--- config.mk ---
export PLATFORM = sky130hd
export DESIGN_NAME = mc_controller
export DESIGN_NICKNAME = d
export VERILOG_FILES = /design/src/rtl/mc_controller.sv
export SDC_FILE = /design/constraint.sdc
export NUM_CORES = 1
export LEC_CHECK = 0
export CAP_MARGIN = 10
export CORE_MARGIN = 5
export CORE_UTILIZATION = 34
export CTS_CLUSTER_SIZE = 28
export DETAILED_ROUTE_END_ITERATION = 12
export PLACE_DENSITY = 0.76
export SLEW_MARGIN = 25
export SYNTH_ARGS = -nofsm -noshare
export SYNTH_HDL_FRONTEND = slang
export SYNTH_SLANG_ARGS = --single-unit
--- constraint.sdc ---
create_clock -name clk -period 3.57 [get_ports clk]
set_clock_uncertainty 0.15 [all_clocks]
set_input_delay 0.8925 -clock clk [delete_from_list [all_inputs] [get_ports clk]]
set_output_delay 0.8925 -clock clk [all_outputs]
set_load 0.05 [all_outputs]
--- src/rtl/mc_controller.sv ---
// mc_controller: multi-cycle MIPS control FSM (FETCH/DECODE/EXEC/MEM/WB) driving datapath strobes.
// Define MDU_SEQ_EN to decode mult/div/mfhi/mflo and sequence the multi-cycle MDU via MDU_WAIT.
`timescale 1ns/1ps
module mc_controller #(
  parameter int ALUOP_W     = 5,
  parameter int MULT_CYCLES = 5,
  parameter int DIV_CYCLES  = 10
) (
  input  logic               clk,
  input  logic               reset,
  input  logic [31:0]        instr,
  input  logic               br_taken,
  output logic               pc_write,
  output logic               ir_write,
  output logic               reg_write,
  output logic               mem_write,
  output logic [1:0]         npc_sel,
  output logic [1:0]         reg_dst,
  output logic [1:0]         mem_to_reg,
  output logic [1:0]         alu_src,
  output logic [1:0]         ext_op,
  output logic [ALUOP_W-1:0] alu_ctrl,
  output logic               mdu_start,
  output logic [1:0]         mdu_op,
  output logic               mdu_busy,
  output logic [2:0]         state
);
  typedef enum logic [2:0] {
    S_FETCH = 3'd0, S_DECODE = 3'd1, S_EXEC = 3'd2, S_MEM = 3'd3, S_WB = 3'd4, S_MDU_WAIT = 3'd5
  } state_e;

  typedef enum logic [3:0] {
    K_NONE, K_J, K_JAL, K_JR, K_JALR, K_BR, K_BRAL, K_LOAD, K_STORE, K_ALU, K_MDU, K_MF
  } kind_e;

  typedef struct packed {
    kind_e      kind;
    logic       rtype;
    logic [4:0] alu;
    logic [1:0] src;
    logic [1:0] ext;
  } dec_t;

  logic [5:0] op, funct;
  logic [4:0] rt;
  logic       unused_instr;
  dec_t       dec;

  assign op    = instr[31:26];
  assign funct = instr[5:0];
  assign rt    = instr[20:16];
  assign unused_instr = ^{instr[25:21], instr[15:6]};

  // Instruction class and EXEC-phase ALU controls; depends on IR only.
  always_comb begin
    dec.kind  = K_NONE;
    dec.rtype = 1'b0;
    dec.alu   = 5'b00000;
    dec.src   = 2'd0;
    dec.ext   = 2'd0;
    case (op)
      6'h00: begin
        dec.rtype = 1'b1;
        dec.kind  = K_ALU;
        case (funct)
          6'h00: begin dec.alu = 5'b01010; dec.src = 2'd2; end
          6'h02: begin dec.alu = 5'b01000; dec.src = 2'd2; end
          6'h03: begin dec.alu = 5'b01001; dec.src = 2'd2; end
          6'h04: dec.alu = 5'b01010;
          6'h06: dec.alu = 5'b01000;
          6'h07: dec.alu = 5'b01001;
          6'h08: dec.kind = K_JR;
          6'h09: dec.kind = K_JALR;
          6'h20, 6'h21: dec.alu = 5'b00010;
          6'h22, 6'h23: dec.alu = 5'b00011;
          6'h24: dec.alu = 5'b00100;
          6'h25: dec.alu = 5'b00101;
          6'h26: dec.alu = 5'b00110;
          6'h27: dec.alu = 5'b00111;
          6'h2A: dec.alu = 5'b01100;
          6'h2B: dec.alu = 5'b01101;
`ifdef MDU_SEQ_EN
          6'h10, 6'h12: dec.kind = K_MF;
          6'h18, 6'h19, 6'h1A, 6'h1B: dec.kind = K_MDU;
`endif
          default: dec.kind = K_NONE;
        endcase
      end
      6'h01: begin
        dec.ext = 2'd3;
        case (rt)
          5'h00: begin dec.kind = K_BR;   dec.alu = 5'b00000; end
          5'h01: begin dec.kind = K_BR;   dec.alu = 5'b00001; end
          5'h11: begin dec.kind = K_BRAL; dec.alu = 5'b00001; end
          default: dec.kind = K_NONE;
        endcase
      end
      6'h02: dec.kind = K_J;
      6'h03: dec.kind = K_JAL;
      6'h04: begin dec.kind = K_BR; dec.alu = 5'b00110; dec.ext = 2'd3; end
      6'h05: begin dec.kind = K_BR; dec.alu = 5'b01011; dec.ext = 2'd3; end
      6'h06: begin dec.kind = K_BR; dec.alu = 5'b01110; dec.ext = 2'd3; end
      6'h07: begin dec.kind = K_BR; dec.alu = 5'b01111; dec.ext = 2'd3; end
      6'h08, 6'h09: begin dec.kind = K_ALU; dec.alu = 5'b00010; dec.src = 2'd1; end
      6'h0A: begin dec.kind = K_ALU; dec.alu = 5'b01100; dec.src = 2'd1; end
      6'h0B: begin dec.kind = K_ALU; dec.alu = 5'b01101; dec.src = 2'd1; end
      6'h0C: begin dec.kind = K_ALU; dec.alu = 5'b00100; dec.src = 2'd1; dec.ext = 2'd1; end
      6'h0D: begin dec.kind = K_ALU; dec.alu = 5'b00101; dec.src = 2'd1; dec.ext = 2'd1; end
      6'h0E: begin dec.kind = K_ALU; dec.alu = 5'b00110; dec.src = 2'd1; dec.ext = 2'd1; end
      6'h0F: begin dec.kind = K_ALU; dec.alu = 5'b00101; dec.src = 2'd1; dec.ext = 2'd2; end
      6'h20, 6'h21, 6'h23, 6'h24, 6'h25: begin
        dec.kind = K_LOAD; dec.alu = 5'b00010; dec.src = 2'd1;
      end
      6'h28, 6'h29, 6'h2B: begin
        dec.kind = K_STORE; dec.alu = 5'b00010; dec.src = 2'd1;
      end
      default: dec.kind = K_NONE;
    endcase
    // An all-zero word would decode as sll; treat it as a bubble.
    if (instr == 32'h0) dec.kind = K_NONE;
  end

  state_e state_q, state_d;
  logic   pc_write_c, ir_write_c, reg_write_c, mem_write_c;
  logic [4:0] alu_c;

`ifdef MDU_SEQ_EN
  localparam int MAX_CYC = (MULT_CYCLES > DIV_CYCLES) ? MULT_CYCLES : DIV_CYCLES;
  localparam int CNT_W   = $clog2(MAX_CYC + 1);
  logic [CNT_W-1:0] cnt_q, cnt_d;
  logic             mdu_start_c, mdu_busy_c;
  logic [1:0]       mdu_op_c;

  always_ff @(posedge clk) begin
    if (reset) cnt_q <= '0;
    else       cnt_q <= cnt_d;
  end
`endif

  always_ff @(posedge clk) begin
    if (reset) state_q <= S_FETCH;
    else       state_q <= state_d;
  end

  always_comb begin
    state_d     = S_FETCH;
    pc_write_c  = 1'b0;
    ir_write_c  = 1'b0;
    reg_write_c = 1'b0;
    mem_write_c = 1'b0;
    npc_sel     = 2'd0;
    reg_dst     = 2'd0;
    mem_to_reg  = 2'd0;
    alu_src     = 2'd0;
    ext_op      = 2'd0;
    alu_c       = 5'b00000;
`ifdef MDU_SEQ_EN
    cnt_d       = cnt_q;
    mdu_start_c = 1'b0;
    mdu_busy_c  = 1'b0;
    mdu_op_c    = 2'd0;
`endif
    case (state_q)
      S_FETCH: begin
        ir_write_c = 1'b1;
        pc_write_c = 1'b1;
        state_d    = S_DECODE;
      end
      S_DECODE: begin
        case (dec.kind)
          K_NONE: ;
          K_J:    begin pc_write_c = 1'b1; npc_sel = 2'd2; end
          K_JAL:  begin
            pc_write_c = 1'b1; npc_sel = 2'd2;
            reg_write_c = 1'b1; reg_dst = 2'd2; mem_to_reg = 2'd2;
          end
          K_JR:   begin pc_write_c = 1'b1; npc_sel = 2'd3; end
          K_JALR: begin
            pc_write_c = 1'b1; npc_sel = 2'd3;
            reg_write_c = 1'b1; reg_dst = 2'd1; mem_to_reg = 2'd2;
          end
          default: state_d = S_EXEC;
        endcase
      end
      S_EXEC: begin
        alu_c   = dec.alu;
        alu_src = dec.src;
        ext_op  = dec.ext;
        case (dec.kind)
          K_BR: begin pc_write_c = br_taken; npc_sel = 2'd1; end
          K_BRAL: begin
            pc_write_c = br_taken; npc_sel = 2'd1;
            reg_write_c = 1'b1; reg_dst = 2'd2; mem_to_reg = 2'd2;
          end
          K_LOAD, K_STORE: state_d = S_MEM;
          K_ALU, K_MF:     state_d = S_WB;
`ifdef MDU_SEQ_EN
          K_MDU: begin
            mdu_start_c = 1'b1;
            mdu_op_c    = funct[1:0];
            cnt_d       = funct[1] ? CNT_W'(DIV_CYCLES - 1) : CNT_W'(MULT_CYCLES - 1);
            state_d     = S_MDU_WAIT;
          end
`endif
          default: ;
        endcase
      end
      S_MEM: begin
        if (dec.kind == K_STORE) mem_write_c = 1'b1;
        else if (dec.kind == K_LOAD) state_d = S_WB;
      end
      S_WB: begin
        reg_write_c = 1'b1;
        reg_dst     = dec.rtype ? 2'd1 : 2'd0;
        if (dec.kind == K_LOAD)    mem_to_reg = 2'd1;
        else if (dec.kind == K_MF) mem_to_reg = 2'd3;
`ifdef MDU_SEQ_EN
        if (dec.kind == K_MF) mdu_op_c = {1'b0, funct[1]};
`endif
      end
`ifdef MDU_SEQ_EN
      S_MDU_WAIT: begin
        mdu_busy_c = 1'b1;
        mdu_op_c   = funct[1:0];
        if (cnt_q != '0) begin
          cnt_d   = cnt_q - CNT_W'(1);
          state_d = S_MDU_WAIT;
        end
      end
`endif
      default: ;
    endcase
  end

  assign pc_write  = pc_write_c  & ~reset;
  assign ir_write  = ir_write_c  & ~reset;
  assign reg_write = reg_write_c & ~reset;
  assign mem_write = mem_write_c & ~reset;
  assign alu_ctrl  = ALUOP_W'(alu_c);
  assign state     = state_q;

`ifdef MDU_SEQ_EN
  assign mdu_start = mdu_start_c & ~reset;
  assign mdu_busy  = mdu_busy_c;
  assign mdu_op    = mdu_op_c;
`else
  assign mdu_start = 1'b0;
  assign mdu_busy  = 1'b0;
  assign mdu_op    = 2'd0;
`endif
endmodule

# Yosys cells after proc, flatten, opt, wreduce, memory -nomap -nowiden

Cells that the tools add are included.

Input bits: 35
Output and inout port bits: 26
Register bits after elaboration: 3
Word-level logic and storage cells: 134

Eq/ne operators: 56
Reduce and logical (&&, ||, !) cells: 33
Bitwise logic cells: 5
Multiplexer cells: 39

Operators by type and width:

| kind                                                             | number |
|---|---|
| 6-bit == test (second input constant)                            | 18 |
| 6-bit by 4-bit == test with 1-bit output (second input constant) | 10 |
| 5-bit case mux with 11 select lines                              | 1 |
| 4-bit case mux with 11 select lines                              | 1 |
| 6-bit by 3-bit == test with 1-bit output (second input constant) | 7 |
| 32-bit zero test                                                 | 1 |
| 4-bit case mux with 8 select lines                               | 1 |
| 16-bit OR reduction                                              | 2 |
| 2-bit OR reduction                                               | 15 |
| 6-bit by 2-bit == test with 1-bit output (second input constant) | 4 |
| 2-bit case mux with 3 select lines                               | 3 |
| 4-bit by 3-bit == test with 1-bit output (second input constant) | 4 |
| 2-bit two-way mux                                                | 8 |
| 2-bit case mux with 2 select lines                               | 4 |
| 5-bit OR reduction                                               | 3 |
| 4-bit == test (second input constant)                            | 3 |
| 6-bit zero test                                                  | 2 |
| 3-bit case mux with 2 select lines                               | 2 |
| 3-bit case mux with 4 select lines                               | 1 |
| 4-bit case mux with 3 select lines                               | 1 |
| 1-bit two-way mux                                                | 11 |
| 10-bit OR reduction                                              | 1 |
| 3-bit OR reduction                                               | 3 |
| 4-bit by 2-bit == test with 1-bit output (second input constant) | 2 |
| other kinds (18)                                                 | 25 |

# Depth between registers and ports, before layout

Gate-level depths: netlist of the first run.

Depth in word-level cells: 10
Depth in mapped cells: 7

# Worst setup path before layout of the first run

OpenSTA, ideal clock, no wires.

Kind: in2out
Start point: in instr[29]
End point: out npc_sel[1]
Stages: 6
Setup slack: -0.721 ns
Path buffers: 0
Data arrival time: 3.249 ns
Data required time: 2.528 ns
Cell sequence: or4_4 -> nor4_4 -> a311oi_1 -> a21o_1 -> nor3b_1 -> o21ai_0

Longest elaborated chain between the ends: 8
Elaborated cells between the ends (all ways): 39
Classes of those cells: 27 x eq/ne; 4 x mux; 8 x reduce/logical

Ends and longest elaborated chain:

| item                                                                   | line | text |
|---|---|---|
| start, declared                                                        | 11   | `input logic [31:0] instr,` |
| 6-bit by 4-bit == test with 1-bit output, or another cell as far along | 61   | `case (op)` |
| 8-bit OR reduction (no source line), or another cell as far along      | n/a  |  |
| 4-bit case mux with 8 select lines                                     | 61   |  |
| 4-bit two-way mux *                                                    | 120  | `if (instr == 32'h0) dec.kind = K_NONE;` |
| 4-bit by 3-bit == test with 1-bit output, or another cell as far along | 170  | `case (dec.kind)` |
| 2-bit OR reduction (no source line)                                    | n/a  |  |
| 2-bit case mux with 2 select lines *                                   | 170  |  |
| 2-bit case mux with 2 select lines *                                   | 163  | `case (state_q)` |
| end, declared                                                          | 17   | `output logic [1:0] npc_sel,` |

Mark *: on every way between the ends. The rest lies on a longest branch, timed or not.

# Worst setup path in the final report of the first run

Start point: in instr[28]
End point: out pc_write

Longest elaborated chain between the ends: 9
Elaborated cells between the ends (all ways): 43
Classes of those cells: 29 x eq/ne; 5 x mux; 1 x bitwise; 8 x reduce/logical

Ends and longest elaborated chain:

| item                                                                             | line     | text |
|---|---|---|
| 6-bit by 4-bit == test with 1-bit output, or another cell as far along           | 61       |  |
| 8-bit OR reduction (no source line), or another cell as far along                | n/a      |  |
| 4-bit case mux with 8 select lines                                               | 61       |  |
| 4-bit two-way mux *                                                              | 120      |  |
| 4-bit by 3-bit == test with 1-bit output, or another cell as far along           | 170      |  |
| 4-bit OR reduction (no source line) / 2-bit OR reduction (equally long branches) | n/a      |  |
| 1-bit two-way mux (on tied branches)                                             | 170, 189 |  |
| 1-bit case mux with 3 select lines *                                             | 163      |  |
| 1-bit bitwise AND *                                                              | 235      | `assign pc_write = pc_write_c & ~reset;` |
| end, declared                                                                    | 13       | `output logic pc_write,` |

Marked as above.

==> qor.yml, run 1 <==
fin_crit_sh_pct: 114
min_from: "state[1]"
post-route-drc-count: 0
cts_tree: "done"
syn_area_um2: 1040
antenna_cells: 0
ys_types: 43
port_buffers: 55
grt_start_max_net_pins: 13
areaGrowthSynthToFinish_pct: 153
gp_congestion: 0.869
insertion_delay_ns: 0.23
rr_startpoint: "state[0]"
fillers: 127
final_nets: 318
cp_max_fo: 3
rows: 20
htreeDepth: 1
final_layout_size_suffix_gt1_share_pct: 49.3
synth_top_area_share_pct: 8.66
vias_per_cell: 6.02
postRouteAntennaNets: 0
ff2ff_path_depth: 5
grt_pass1_vias: 1725
die_h_um: 65.3
vdd_ir_drop_max_v: 0.0000879
violations: "setup timing"
grt_overflow: 0
drtPass1Iterations: 5
grt.total_usage_pct: 23.0
synth-edff-count: 0
dpl.hpwl_um: 3550
worstHoldPathCells: 2
clock_sinks: 3
reg2reg_slack_ns: 1.85
netlist_top_cells_area: "nor2_1, nand2_1, nor4_1"
setup_viol: 10
avgSynthCellArea_um2: 6.05
drv_slew: 0
fmax_mhz: 246
core_um2: 3000
final_hold_viol_count: 0
die_w_um: 65.3
tightest_slew_ns: 0.499
clk_path_buf_depth: 2
regArea_um2: 60.1
final_cells: 315
critPathKind: "primary input to output pin"
drt_iter0_drc: 103
cp.required_ns: 2.53
grt_pass1_wl_um: 7900
arrival_ns: 3.03
antenna_found_initial: 0
wire_per_inst_um: 18.8
crit_path_end_kind: "output pin"
start_util_pct: 34.6
slew_headroom_pct: 66.6
place_inst: 299
rsz0062_at_grt: "true"
numCtsBuffers: 3
largest_reg_flops: 3
ys_seq_area_share_pct: 5.78
layout_setup_ws_ns: -0.502
multiInputGateArea_um2: 1210
cap_viol_max_count: 0
ys_ff_latch: 3
cts-root-buf: "clkbuf_4"
p_per_area_nw_per_um2: 133
yosys_warnings: 0
ys.flop_type: "dfxtp_1"
synth.most_common_cell: "nor2_1"
wl_um: 5930
fin_crit_ns: 4.07
hold_end: "state[2]"
power_leakage_nw: 1.15
rr_endpoint: "state[1]"
io_pins: 61
yosys.area.top_type: "nor2_1"
die_area_um2: 4260
power_mw: 0.350
outcome: "finished, violations left"
clk_pin_slew_worst_paths_ns: 0.04
async_reset_ff_share_pct: 0
synth_cells: 172
hold_class: "register to register"
synthTopCellsByCount: "nor2_1, nand2_1, a21oi_1"
start_kind: "primary input"
vias: 1896
==> repair_timing <==
item                       CTS  global route
setup endpoints to repair   16            12
buffers inserted             6             7
resized for setup           74            49
pin swaps                   33            25
hold buffers                 0             0
==> cells by family (layout without fill, tap and decap cells) <==
| kind of cell | Yosys count | in the layout | synth area share, % |
|---|---|---|---|
| simple gates | 94 | 94 | 48.7 |
| fa+ha+maj | 1 | 1 | 0.963 |
| xor+xnor | 1 | 1 | 0.843 |
| flops | 3 | 3 | 5.78 |
| buf+inv | 24 | 130 | 10.7 |
| mux | 2 | 2 | 1.93 |
| other cells | 1 | 5 | 0.361 |
| compound gates | 46 | 46 | 30.7 |
==> worst max-delay path, cell delays in order <==
cell and delay, ns:
buf_6 0.09, or4_4 0.56, buf_6 0.16, a2111oi_4 0.28, o311ai_4 0.15, nor4_4 0.29, a2bb2oi_2 0.11, o211ai_1 0.26
clkbuf_16 0.22
==> metrics by stage <==
| step | utilization [%] | setup TNS [ns] | worst slack, ns | hold slack (ns) | instance area (µm²) |
|---|---|---|---|---|---|
| finish | 87.5 | -2.30 | -0.502 | 0.497 | 2630 |
| global route | 87.5 | -3.15 | -0.605 | 0.532 | 2630 |
| CTS | 79.8 | -2.70 | -0.469 | 0.460 | 2400 |
| detailed placement | 73.3 | -6.04 | -0.675 | 0.438 | 2200 |
| global placement | 73.3 | -5.60 | -0.643 | 0.424 | 2200 |
| floorplan | - | -1.14 | -0.497 | 0.714 | 1150 |
==> report_power, final <==
part / internal [mW] / total [mW] / switching (mW)
sequential: 0.0352 / 0.0403 / 0.00507
combinational: 0.118 / 0.250 / 0.132
clock: 0.0419 / 0.0595 / 0.0176
==> worst max-delay path by stage <==
| stage | startpoint | end | depth (start not counted) |
|---|---|---|---|
| after floorplan | instr[17] | pc_write | 6 |
| after global placement | instr[29] | reg_write | 8 |
| after detailed placement | instr[29] | reg_write | 8 |
| after CTS | instr[28] | pc_write | 9 |
| after global routing | instr[26] | pc_write | 8 |
| final | instr[28] | pc_write | 9 |
==> layer usage <==
| layer | part of all wire, % | up-vias | GRT usage, % |
|---|---|---|---|
| met4 | 3.0 | 0 | 6.48 |
| li1 | - | 850 | - |
| met5 | 0 | - | 0 |
| met1 | 38 | 907 | 26.1 |
| met3 | 9.4 | 25 | 5.64 |
| met2 | 50 | 114 | 42.4 |
==> cell usage in the layout, fill, tap and decap left out, types with 3 or more instances in the layout <==
cell and n:
buf_4 52, nand2_1 18, nor2_1 18, buf_12 14
a21oi_1 12, dlymetal6s2s_1 12, buf_6 12, clkdlybuf4s50_1 8
inv_1 7, clkdlybuf4s15_1 6, nor4_4 5, nor4_2 5
a21o_1 5, conb_1 5, buf_2 5, nand2b_1 4
nor3_1 4, o211ai_1 4, nor2_4 4, o21ai_0 4
nor2b_1 3, nand3_1 3, clkbuf_4 3, dlygate4sd2_1 3
clkbuf_16 3, dfxtp_1 3
==> final cells by class <==
type | instances | area share (%)
Clock buffer | 4 | 1.00
Inverter | 8 | 1.14
Multi-Input combinational cell | 149 | 46.1
Sequential cell | 3 | 2.29
Tap cell | 33 | 1.57
Timing Repair Buffer | 118 | 47.9
Power figures use the tool's default switching activity.
==> run 2, diff against run 1 <==
CTS_CLUSTER_DIAMETER = 100   (was not set)
CTS_CLUSTER_SIZE = 40   (was 28)
==> results of run 2 <==
No change in the layout: final DEF, timing and power equal those of run 1.
